<file path="src/rtl/pid_pkg.sv">
// Shared constants for the PID sequencer: FSM state codes, config addresses
// and reset values of the gains and setpoint.
package pid_pkg;

    typedef logic [2:0] state_t;

    localparam state_t ST_IDLE = 3'd0;
    localparam state_t ST_ERR  = 3'd1;
    localparam state_t ST_MUL0 = 3'd2;
    localparam state_t ST_MUL1 = 3'd3;
    localparam state_t ST_MUL2 = 3'd4;
    localparam state_t ST_UPD  = 3'd5;

    localparam logic [1:0] CFG_K1 = 2'd0;
    localparam logic [1:0] CFG_K2 = 2'd1;
    localparam logic [1:0] CFG_K3 = 2'd2;
    localparam logic [1:0] CFG_SP = 2'd3;

    localparam logic [15:0] K1_DEFAULT = 16'sd2;
    localparam logic [15:0] K2_DEFAULT = -16'sd2;
    localparam logic [15:0] K3_DEFAULT = 16'sd1;
    localparam logic [15:0] SP_DEFAULT = 16'd165;

endpackage

</file>
<file path="src/rtl/pid_mac.sv">
// Combinational multiply-accumulate: y = c + low W bits of signed a*b.
module pid_mac #(
    parameter int W = 16
) (
    input  logic [W-1:0] a,
    input  logic [W-1:0] b,
    input  logic [W-1:0] c,
    output logic [W-1:0] y
);

    logic signed [2*W-1:0] prod;

    assign prod = $signed(a) * $signed(b);
    assign y    = c + prod[W-1:0];

endmodule

</file>
<file path="src/rtl/pid_sequencer.sv">
// Incremental PID controller sharing one MAC across the three gain terms.
// Handshake: a sample transfers on a clock edge where in_valid && in_ready.
module pid_sequencer
    import pid_pkg::*;
#(
    parameter int          W      = 16,
    parameter logic [W-1:0] K1_DEF = K1_DEFAULT,
    parameter logic [W-1:0] K2_DEF = K2_DEFAULT,
    parameter logic [W-1:0] K3_DEF = K3_DEFAULT,
    parameter logic [W-1:0] SP_DEF = SP_DEFAULT
) (
    input  logic         clk,
    input  logic         reset,
    input  logic [W-1:0] in,
    input  logic         in_valid,
    output logic         in_ready,
    output logic [W-1:0] out,
    output logic         out_valid,
    input  logic         clear,
    input  logic         cfg_we,
    input  logic [1:0]   cfg_addr,
    input  logic [W-1:0] cfg_data
);

    state_t       state;
    logic [W-1:0] y_reg;
    logic [W-1:0] k1_stg, k2_stg, k3_stg, sp_stg;
    logic [W-1:0] k1_act, k2_act, k3_act, sp_act;
    logic [W-1:0] e0, e1, e2;
    logic [W-1:0] acc, u_prev;
    logic [W-1:0] mac_a, mac_b, mac_c, mac_y;
    logic [W-1:0] u_next;

    assign in_ready = (state == ST_IDLE);
    assign u_next   = u_prev + acc;

    // MUL0 starts a fresh sum; MUL1/MUL2 add onto the running accumulator.
    always_comb begin
        mac_a = k1_act;
        mac_b = e0;
        mac_c = '0;
        case (state)
            ST_MUL1: begin
                mac_a = k2_act;
                mac_b = e1;
                mac_c = acc;
            end
            ST_MUL2: begin
                mac_a = k3_act;
                mac_b = e2;
                mac_c = acc;
            end
            default: ;
        endcase
    end

    pid_mac #(.W(W)) u_mac (
        .a (mac_a),
        .b (mac_b),
        .c (mac_c),
        .y (mac_y)
    );

    always_ff @(posedge clk) begin
        if (reset) begin
            state     <= ST_IDLE;
            y_reg     <= '0;
            k1_stg    <= K1_DEF;
            k2_stg    <= K2_DEF;
            k3_stg    <= K3_DEF;
            sp_stg    <= SP_DEF;
            k1_act    <= K1_DEF;
            k2_act    <= K2_DEF;
            k3_act    <= K3_DEF;
            sp_act    <= SP_DEF;
            e0        <= '0;
            e1        <= '0;
            e2        <= '0;
            acc       <= '0;
            u_prev    <= '0;
            out       <= '0;
            out_valid <= 1'b0;
        end else begin
            out_valid <= 1'b0;

            // Staging writes land in any state; the active copy below reads
            // the pre-write value, so a same-edge write waits for the next sample.
            if (cfg_we) begin
                case (cfg_addr)
                    CFG_K1:  k1_stg <= cfg_data;
                    CFG_K2:  k2_stg <= cfg_data;
                    CFG_K3:  k3_stg <= cfg_data;
                    default: sp_stg <= cfg_data;
                endcase
            end

            if (clear) begin
                state  <= ST_IDLE;
                e1     <= '0;
                e2     <= '0;
                acc    <= '0;
                u_prev <= '0;
                out    <= '0;
            end else begin
                case (state)
                    ST_IDLE: begin
                        if (in_valid) begin
                            y_reg  <= in;
                            k1_act <= k1_stg;
                            k2_act <= k2_stg;
                            k3_act <= k3_stg;
                            sp_act <= sp_stg;
                            state  <= ST_ERR;
                        end
                    end
                    ST_ERR: begin
                        e0    <= sp_act + ~y_reg + 1'b1;
                        state <= ST_MUL0;
                    end
                    ST_MUL0: begin
                        acc   <= mac_y;
                        state <= ST_MUL1;
                    end
                    ST_MUL1: begin
                        acc   <= mac_y;
                        state <= ST_MUL2;
                    end
                    ST_MUL2: begin
                        acc   <= mac_y;
                        state <= ST_UPD;
                    end
                    ST_UPD: begin
                        out       <= u_next;
                        u_prev    <= u_next;
                        e2        <= e1;
                        e1        <= e0;
                        out_valid <= 1'b1;
                        state     <= ST_IDLE;
                    end
                    default: state <= ST_IDLE;
                endcase
            end
        end
    end

endmodule

</file>
<file path="config.mk">
export PLATFORM = sky130hd
export DESIGN_NAME = pid_sequencer
export DESIGN_NICKNAME = d
export VERILOG_FILES = /design/src/rtl/pid_pkg.sv /design/src/rtl/pid_mac.sv /design/src/rtl/pid_sequencer.sv
export SDC_FILE = /design/constraint.sdc
export NUM_CORES = 1
export LEC_CHECK = 0
export CORE_UTILIZATION = 35
export DETAILED_ROUTE_END_ITERATION = 16
export GPL_TIMING_DRIVEN = 0
export PLACE_DENSITY_LB_ADDON = 0.08
export RECOVER_POWER = 25
export SKIP_CTS_REPAIR_TIMING = 1
export SYNTH_ARGS = -nofsm -noshare
export SYNTH_HDL_FRONTEND = slang
export SYNTH_HIERARCHICAL = 1
export SYNTH_SLANG_ARGS = --single-unit
</file>
<file path="constraint.sdc">
create_clock -name clk -period 9.1 [get_ports clk]
set_clock_uncertainty 0.2 [all_clocks]
set_input_delay 0.91 -clock clk [delete_from_list [all_inputs] [get_ports clk]]
set_output_delay 0.91 -clock clk [all_outputs]
set_load 0.02 [all_outputs]
</file>
; ---- Word-level counts from Yosys, hierarchy flattened
; Index checks and enable logic that the tools add are counted.
[word_totals]
regBits = 228
input_bits = 39
out_inout_bits = 18
word_cells = 50
[op_classes]
addsub = 4
mul = 1
eq_ne = 8
muxes = 6
bitwise_logic = 3
reduce_logical = 12
[op_table]
columns = op, n
row1 = $pmux 16 s2, 2
row2 = $add 16x16->16, 3
row3 = $add 16x1->16 const B, 1
row4 = $mul 16x16->16, 1
row5 = $mux 16, 1
row6 = $not 16->16, 1
row7 = $pmux 3 s5, 1
row8 = $reduce_and 2->1, 5
row9 = $eq 3x2->1 const B, 2
row10 = $eq 3x3->1 const B, 2
row11 = $reduce_or 3->1, 2
row12 = $reduce_or 2->1, 2
row13 = $eq 3x1->1 const B, 1
row14 = $logic_not 3->1, 1
row15 = $mux 3, 1
row16 = $reduce_and 3->1, 1
row17 = $eq 2x1->1 const B, 1
row18 = $eq 2x2->1 const B, 1
row19 = $logic_not 2->1, 1
row20 = $ne 2x2->1 const B, 1
row21 = $not 1->1, 2
row22 = $mux 1, 1

; ---- Depth between registers and ports, before layout
; Gate-level depths: netlist of the first run.
[logic_depth]
depth_word = 4
mapped_depth = 30

; ---- Modules after synthesis
; The synthesis of the first run kept the hierarchy.
[modules_own_cells]
columns = module, instances, cells_per_inst, area_each_um2, seq_area_each_um2
row1 = pid_sequencer, 1, 1314, 9910.8, 4564.4
row2 = pid_mac, 1, 557, 4737.0, 0.0

; ---- Worst setup path after synthesis of the first run
; OpenSTA, ideal clock, no wires.
[synth_path]
path_type = register -> register
start = register state[0]
end = register acc[14]
setup_ns = 0.070
arrival_ns = 6.301
slack_ns = 2.529
path_stages_with_launch = 30
path_buffers = 5
synth_period_minus_slack_ns = 6.571
path_cell_list = dfxtp_1 -> clkbuf_1 -> and3_1 -> clkbuf_1 -> nor2_1 -> clkbuf_1 -> buf_2 -> nand2_1 -> nand2_1 -> clkbuf_2 -> and2_1 -> fa_1 -> inv_1 -> fa_1 -> inv_1 -> fa_1 -> inv_1 -> fa_1 -> inv_1 -> fa_1 -> inv_1 -> fa_1 -> inv_1 -> ha_1 -> and2_1 -> o311ai_0 -> a311oi_1 -> xor2_1 -> nand2_1 -> a21oi_1
[synth_between]
elab_chain_cells = 4
[synth_lines]
columns = item, line
row1 = "start, declared", pid_sequencer.sv:25  ; state_t state;
row2 = "start signal, assigned", pid_sequencer.sv:66  ; state <= ST_IDLE;
row3 = "start signal, assigned", pid_sequencer.sv:98  ; state <= ST_IDLE;
row4 = "start signal, assigned", pid_sequencer.sv:113  ; state <= ST_ERR;
row5 = $eq 3x3->1 / $eq 3x2->1 (equally long branches), pid_sequencer.sv:42  ; case (state)
row6 = $pmux 16 s2 (*), pid_sequencer.sv:42
row7 = net mac_b[6], pid_sequencer.sv:31  ; logic [W-1:0] mac_a, mac_b, mac_c, mac_y;
row8 = $mul 16x16->16 (*), pid_mac.sv:13  ; assign prod = $signed(a) * $signed(b);
row9 = $add 16x16->16 (*), pid_mac.sv:14  ; assign y = c + prod[W-1:0];
row10 = net mac_y[14], pid_sequencer.sv:31
row11 = "end signal, assigned", pid_sequencer.sv:121  ; acc <= mac_y;
row12 = "end signal, assigned", pid_sequencer.sv:125  ; acc <= mac_y;
row13 = "end signal, assigned", pid_sequencer.sv:129  ; acc <= mac_y;
row14 = "end, declared", pid_sequencer.sv:30  ; logic [W-1:0] acc, u_prev;
; The timed path passes the listed nets; every way through them passes the cells marked *.
; A chain may end at the register's enable or synchronous reset.

; ---- Worst setup path after layout of the first run
[layout_path]
start = register state[0]
end = register acc[15]
; The elaborated chain is that of the path after synthesis.

==> results.md, run 1 <==
- IO Pins: 57
- Final Max Slew Viols: 0
- Final hold viol count: 0
- Via count: 12200
- Data arrival time of the worst path: 8.22 ns
- DR iter-0 viols: 618
- First-pass GRT wire length: 67000 um
- Post-synthesis cell count: 1871
- Root Driver: clkbuf_16
- Post-DP HPWL: approximately 34000 um
- Largest net degree at the start of global routing: 14
- Nets: about 2200
- Outcome: complete, no violations
- Max-cap violations: 0
- Synth area leaders: dfxtp_1 (31%), nand2_1 (14%), fa_1 (13%)
- Flop pwr share: 44.0%
- Die H: 207 um
- CTS tree: done
- DRC: 0
- IO Port Bufs: 56
- Min-delay src: k1_stg[15]
- Final GP Congestion: 0.856
- Die ar.: 42700 um2
- Post-Layout Cell Count: 2509
- Vias/cell: 4.85
- R2R depth: 30
- #FFs+latches synth: ~230
- TritonCTS buffer count: 28
- Slowest cell on crit path: o21ai_0
- Layout cell share with drive strength beyond 1: between 3 and 4%
- Data required time of the critical path: about 9.4 ns
- Fin Setup TNS: 0 ns
- First-pass detailed-route iteration total: 5
- Final hold slack: 0.249 ns
- Critical path startpoint: state[0]
- Total grt overflow: 0
- Setup Viol. Count Final: 0
- RSZ-0062 raised after global routing: false
- Clock Power Share: 47.7%
- Top cell type's share of synthesized area: 31.2%
- Final wirelength: between 40000 and 50000 um
- WL/cell: 17.2 um
- Min-delay worst type: reg -> reg
- CP max FO: 10
- Synth area leader: dfxtp_1
- Sw Share: roughly 25%
- End point of the critical path: acc[15]
- Yosys warning count: 6
- Mean Syn Cell Area: 7.83 um2
- Register area share after synthesis: 31.2%
- Post-DRT Antenna Nets: 0
- Core Region: roughly 40000 um2
- Syn nets: roughly 2100
- GRT Util Overall: 20.6%
- Layout area overhead: 14.7%
- Slew headroom: around 37%
- Reg-to-Reg End: acc[15]
- Worst Setup Start Kind: flip-flop
- H-Tree Depth: 1
- Rows: between 70 and 80
- Leak: 7.12 nW
- Post-synthesis cell type count: 66
- Final min period: 7.93 ns
- Diodes inserted: 0
- Pwr Total: 2.37 mW
- Clock slew at reported path FFs: 0.06 ns
- Clk buf depth: 3
- CTS sink count: 228
- Post-synth EDFFs: 0
- Fin crit share: 87.1%
- Vias in the first global route: 11800
- Clock latency at the later pin of the worst-skew pair: 0.56 ns
- Pwr Density: 141 nW/um2
- Top_reg_cell synth: dfxtp_1
- Synthesized cell area: 14600 um2
- Combinational power share: 8.4%
- NetSw: 0.601 mW
- Worst path max stage delay: 0.55 ns
- CP Capture Type: flip-flop
- Worst VDD drop: ~0.15 mV
- RR Startpoint: state[0]
- Actual slew at the worst max-slew pin: 0.952 ns
- Die X: 207 um
- Inst Count DP: 2459
- Worst reg-to-reg setup slack: roughly 1.2 ns
- Max Clock Freq: 0.126 GHz
- Initial Util: 35.7%
- P_int: 1.77 mW
- Share of flip-flops with an asynchronous set or reset: 0%
- Setup Crit Path Kind: reg -> reg
- Initial antenna violation count: 0
## cell usage after synthesis, types with 2 or more instances
library cell / count
a2111o_1: 3
a211o_1: 2
a211oi_1: 12
a21boi_0: 3
a21o_1: 12
a21oi_1: 186
a22oi_1: 32
a31oi_1: 6
and2_1: 82
and2_2: 2
and3_1: 9
buf_1: 3
buf_2: 10
clkbuf_1: 85
dfxtp_1: 228
fa_1: 95
ha_1: 96
inv_1: 191
mux2i_1: 3
nand2_1: 544
nand2b_1: 4
nand3_1: 55
nand3b_1: 4
nand4_1: 3
nor2_1: 31
nor2b_1: 20
nor3_1: 11
nor3b_1: 4
nor4_1: 4
o211ai_1: 3
o21a_1: 9
o21ai_0: 20
o21bai_1: 3
o22ai_1: 3
o311ai_0: 2
o31a_1: 3
o31ai_1: 2
or2_2: 4
or3_1: 7
xnor2_1: 38
xnor2_2: 3
xnor3_1: 2
xor2_1: 9
## critical path: cells and delay by family, from the launching register on
family	cells	cell delay, ns
and+or+nand+nor	7	1.04
adders and majority gates	7	3.40
buffers and inverters	11	1.74
xor gates and xnor gates	1	0.24
AOI/OAI and AO/OA	4	0.94
DFF	1	0.30
## stage by stage
stage	instance area [um2]	setup slack [ns]	utilization, %
2_1_floorplan	14600	2.53	-
3_3_place_gp	15900	1.19	38.7
3_5_place_dp	15900	1.17	38.7
4_1_cts	16800	1.13	41.0
5_1_grt	16800	0.623	41.0
6_report	16800	1.17	41.0
## layout make-up
type                       instances  area [um2]
sequential                       228        4560
fill                            4318       24200
clock inverter                    13         135
buffer                            99         384
timing repair buffer              56         561
inverter                         193         724
clock buffer                      37         796
multi-input combinational       1351        8970
tap                              532         666
## cells in the final DEF (no fill, tap or decap), types with 32 or more instances in the layout
cell             count
clkdlybuf4s50_1     36
a21oi_1            186
nand3_1             55
and2_1              81
inv_1              191
a22oi_1             32
clkbuf_1            90
dfxtp_1            228
nand2_1            544
fa_1                95
xnor2_1             38
ha_1                96
## routing by layer
metal  track usage, %  routed length [um]  vias up
met4             4.86                 841        0
met5                0                   0        -
met1             27.3               20400     5776
met3             1.96                1260       43
met2             35.9               20700      171
li1                 -                   -     6187
## worst min path at each step
stage | end | slack (ns) | cells after the start
finish | k1_act[15] | 0.25 | 2
global route | k1_stg[6] | 0.27 | 2
floorplan | k1_act[0] | 0.23 | 2
CTS | k1_act[15] | 0.25 | 2
global placement | e2[14] | 0.24 | 2
detailed placement | k1_stg[14] | 0.25 | 2
## power by group through the flow
| stage | Clock, mW | Combinational, mW | Sequential (mW) |
|---|---|---|---|
| CTS | 1.16 | 0.201 | 1.04 |
| global placement | 0 | 0.200 | 1.06 |
| floorplan | 0 | 0.125 | 1.06 |
| detailed placement | 0 | 0.200 | 1.06 |
| global route | 1.19 | 0.222 | 1.04 |
| finish | 1.13 | 0.198 | 1.04 |
## kinds of logic (layout without fill, tap and decap cells)
logic type,after synthesis,count (layout),synth area share (%)
AOI/OAI and AO/OA,313,313,12.7
xor gates and xnor gates,52,52,3.45
adders and majority gates,191,191,21.2
buffers and inverters,292,398,7.58
DFF,228,228,31.2
muxes,3,3,0.205
and+or+nand+nor,792,792,23.7
Note: power is estimated with default switching activity, not from simulation.
==> run 2: changes to the inputs <==
--- a/config.mk
+++ b/config.mk
@@ -5,7 +5,9 @@
 export SDC_FILE = /design/constraint.sdc
 export NUM_CORES = 1
 export LEC_CHECK = 0
-export CORE_UTILIZATION = 35
+export ABC_CLOCK_PERIOD_IN_PS = 9100
+export CORE_MARGIN = 2
+export CORE_UTILIZATION = 40
 export DETAILED_ROUTE_END_ITERATION = 16
 export GPL_TIMING_DRIVEN = 0
 export PLACE_DENSITY_LB_ADDON = 0.08
==> results.md, run 2 (synthesis results as in run 1) <==
- Outcome: complete, no violations
- Flop pwr share: 46.0%
- Diodes inserted: 0
- Final hold slack: 0.255 ns
- Initial antenna violation count: 0
- Core Region: around 36000 um2
- Final min period: 7.91 ns
- First-pass GRT wire length: between 60000 and 70000 um
- NetSw: 0.565 mW
- CP max FO: 10
- Fin util: 45.7%
- Fin Setup TNS: 0 ns
- TritonCTS buffer count: 26
- Data arrival time of the worst path: 8.19 ns
- Sw Share: approximately a quarter
- Die ar.: 38200 um2
- Die X: 195 um
- Worst Setup Start Kind: flip-flop
- Slowest cell on crit path: o21ai_0
- Data required time of the critical path: 9.38 ns
- H-Tree Depth: 1
- Post-DP HPWL: 32500 um
- Commonest non-fill, non-tap cell in the layout: nand2_1
- Final GP Congestion: 0.851
- IO Port Bufs: 56
- Clock Power Share: between 40% and 50%
- P_int: roughly 1.7 mW
- Root Driver: clkbuf_16
- Vias in the first global route: 12100
- Slew headroom: 39.7%
- Final wirelength: 41300 um
- RSZ-0062 raised after global routing: false
- CTS sink count: 228
- GRT Util Overall: 22.0%
- First-pass detailed-route iteration total: 6
- IO Pins: 57
- Combinational power share: 8.7%
- Max Clock Freq: 0.126 GHz
- Most frequent cells in the layout: nand2_1 (544), dfxtp_1 (228), inv_1 (191), a21oi_1 (186), ha_1 (96)
- Rows: 70
- CTS tree: done
- Via count: between 10000 and 15000
- Worst VDD drop: 0.144 mV
- WL/cell: 16.9 um
- Initial Util: ~40%
- Worst path max stage delay: 0.55 ns
- Total grt overflow: 0
- Min-delay worst type: reg -> reg
- Actual slew at the worst max-slew pin: 0.902 ns
- Final hold viol count: 0
- Post-Place Setup Slack: 1.15 ns
- Layout cell share with drive strength beyond 1: 3.35%
- Nets: 2185
- DRC: 0
- Pwr Density: 136 nW/um2
- Leak: 7.07 nW
- Clk buf depth: 3
- Layout area overhead: 13.4%
- Fin crit share: ~87%
- Clock slew at reported path FFs: 0.06 ns
- CP Capture Type: flip-flop
- Max-cap violations: 0
- Die H: 195 um
- DR iter-0 viols: 660
- Setup Crit Path Kind: reg -> reg
- Final Max Slew Viols: 0
- Post-DRT Antenna Nets: 0
- Largest net degree at the start of global routing: 14
- Setup Viol. Count Final: 0
- Fin worst setup slack: roughly 1.2 ns
- Vias/cell: 4.97
- Clock latency at the later pin of the worst-skew pair: 0.55 ns
## run 2: changes by cell type in the layout (fill, tap and decap cells not counted), sizes merged
cell      change
clkbuf        +2
clkinv        -2
inv           -2
bufinv        -1
clkinvlp      -2
## run 2: path summary, 6_finish.rpt
check / start / endpoint / slack [ns] / depth (start not counted)
worst max-delay path: state[2] / acc[15] / 1.19 / 29
worst min-delay path: y_reg[10] / y_reg[10] / 0.25 / 2
worst max register to register: state[2] / acc[15] / 1.19 / 29
worst min register to register: y_reg[10] / y_reg[10] / 0.25 / 2
## run 2: through the flow
step,area (um2),power (mW),std cells
6_report,16600,2.26,2440
5_1_grt,16600,2.35,2440
3_5_place_dp,15800,1.26,2395
4_1_cts,16600,2.29,2440
3_3_place_gp,15800,1.26,2395
2_1_floorplan,14600,1.18,1871
## run 2: final cells by class
class / instances / area [um2]
tap: 468 / 586
inverter: 193 / 724
timing repair buffer: 56 / 561
clock buffer: 39 / 759
sequential: 228 / 4560
buffer: 99 / 384
fill: 3715 / 19700
clock inverter: 6 / 70.1
multi-input combinational: 1351 / 8970
## run 2: metal layers
metal	GRT usage [%]	wire length, um
met1	28.9	19000
met2	37.7	19500
met3	2.49	1420
met4	7.41	1370
met5	0	0
## run 2: critical path: cells and delay by family (launching register included)
family | cells | cell delay [ns]
AND/OR/NAND/NOR | 7 | 1.41
AO/OA/AOI/OAI | 4 | 0.94
adder cells (fa/ha/maj) | 7 | 3.31
buffers and inverters | 10 | 1.24
flip-flops | 1 | 0.43
XOR/XNOR | 1 | 0.29
## run 2: power groups by stage
stage	logic, mW	clock network [mW]	registers, mW
floorplan	0.125	0	1.06
detailed placement	0.198	0	1.06
global placement	0.196	0	1.06
CTS	0.199	1.05	1.04
finish	0.196	1.02	1.04
global route	0.220	1.08	1.04
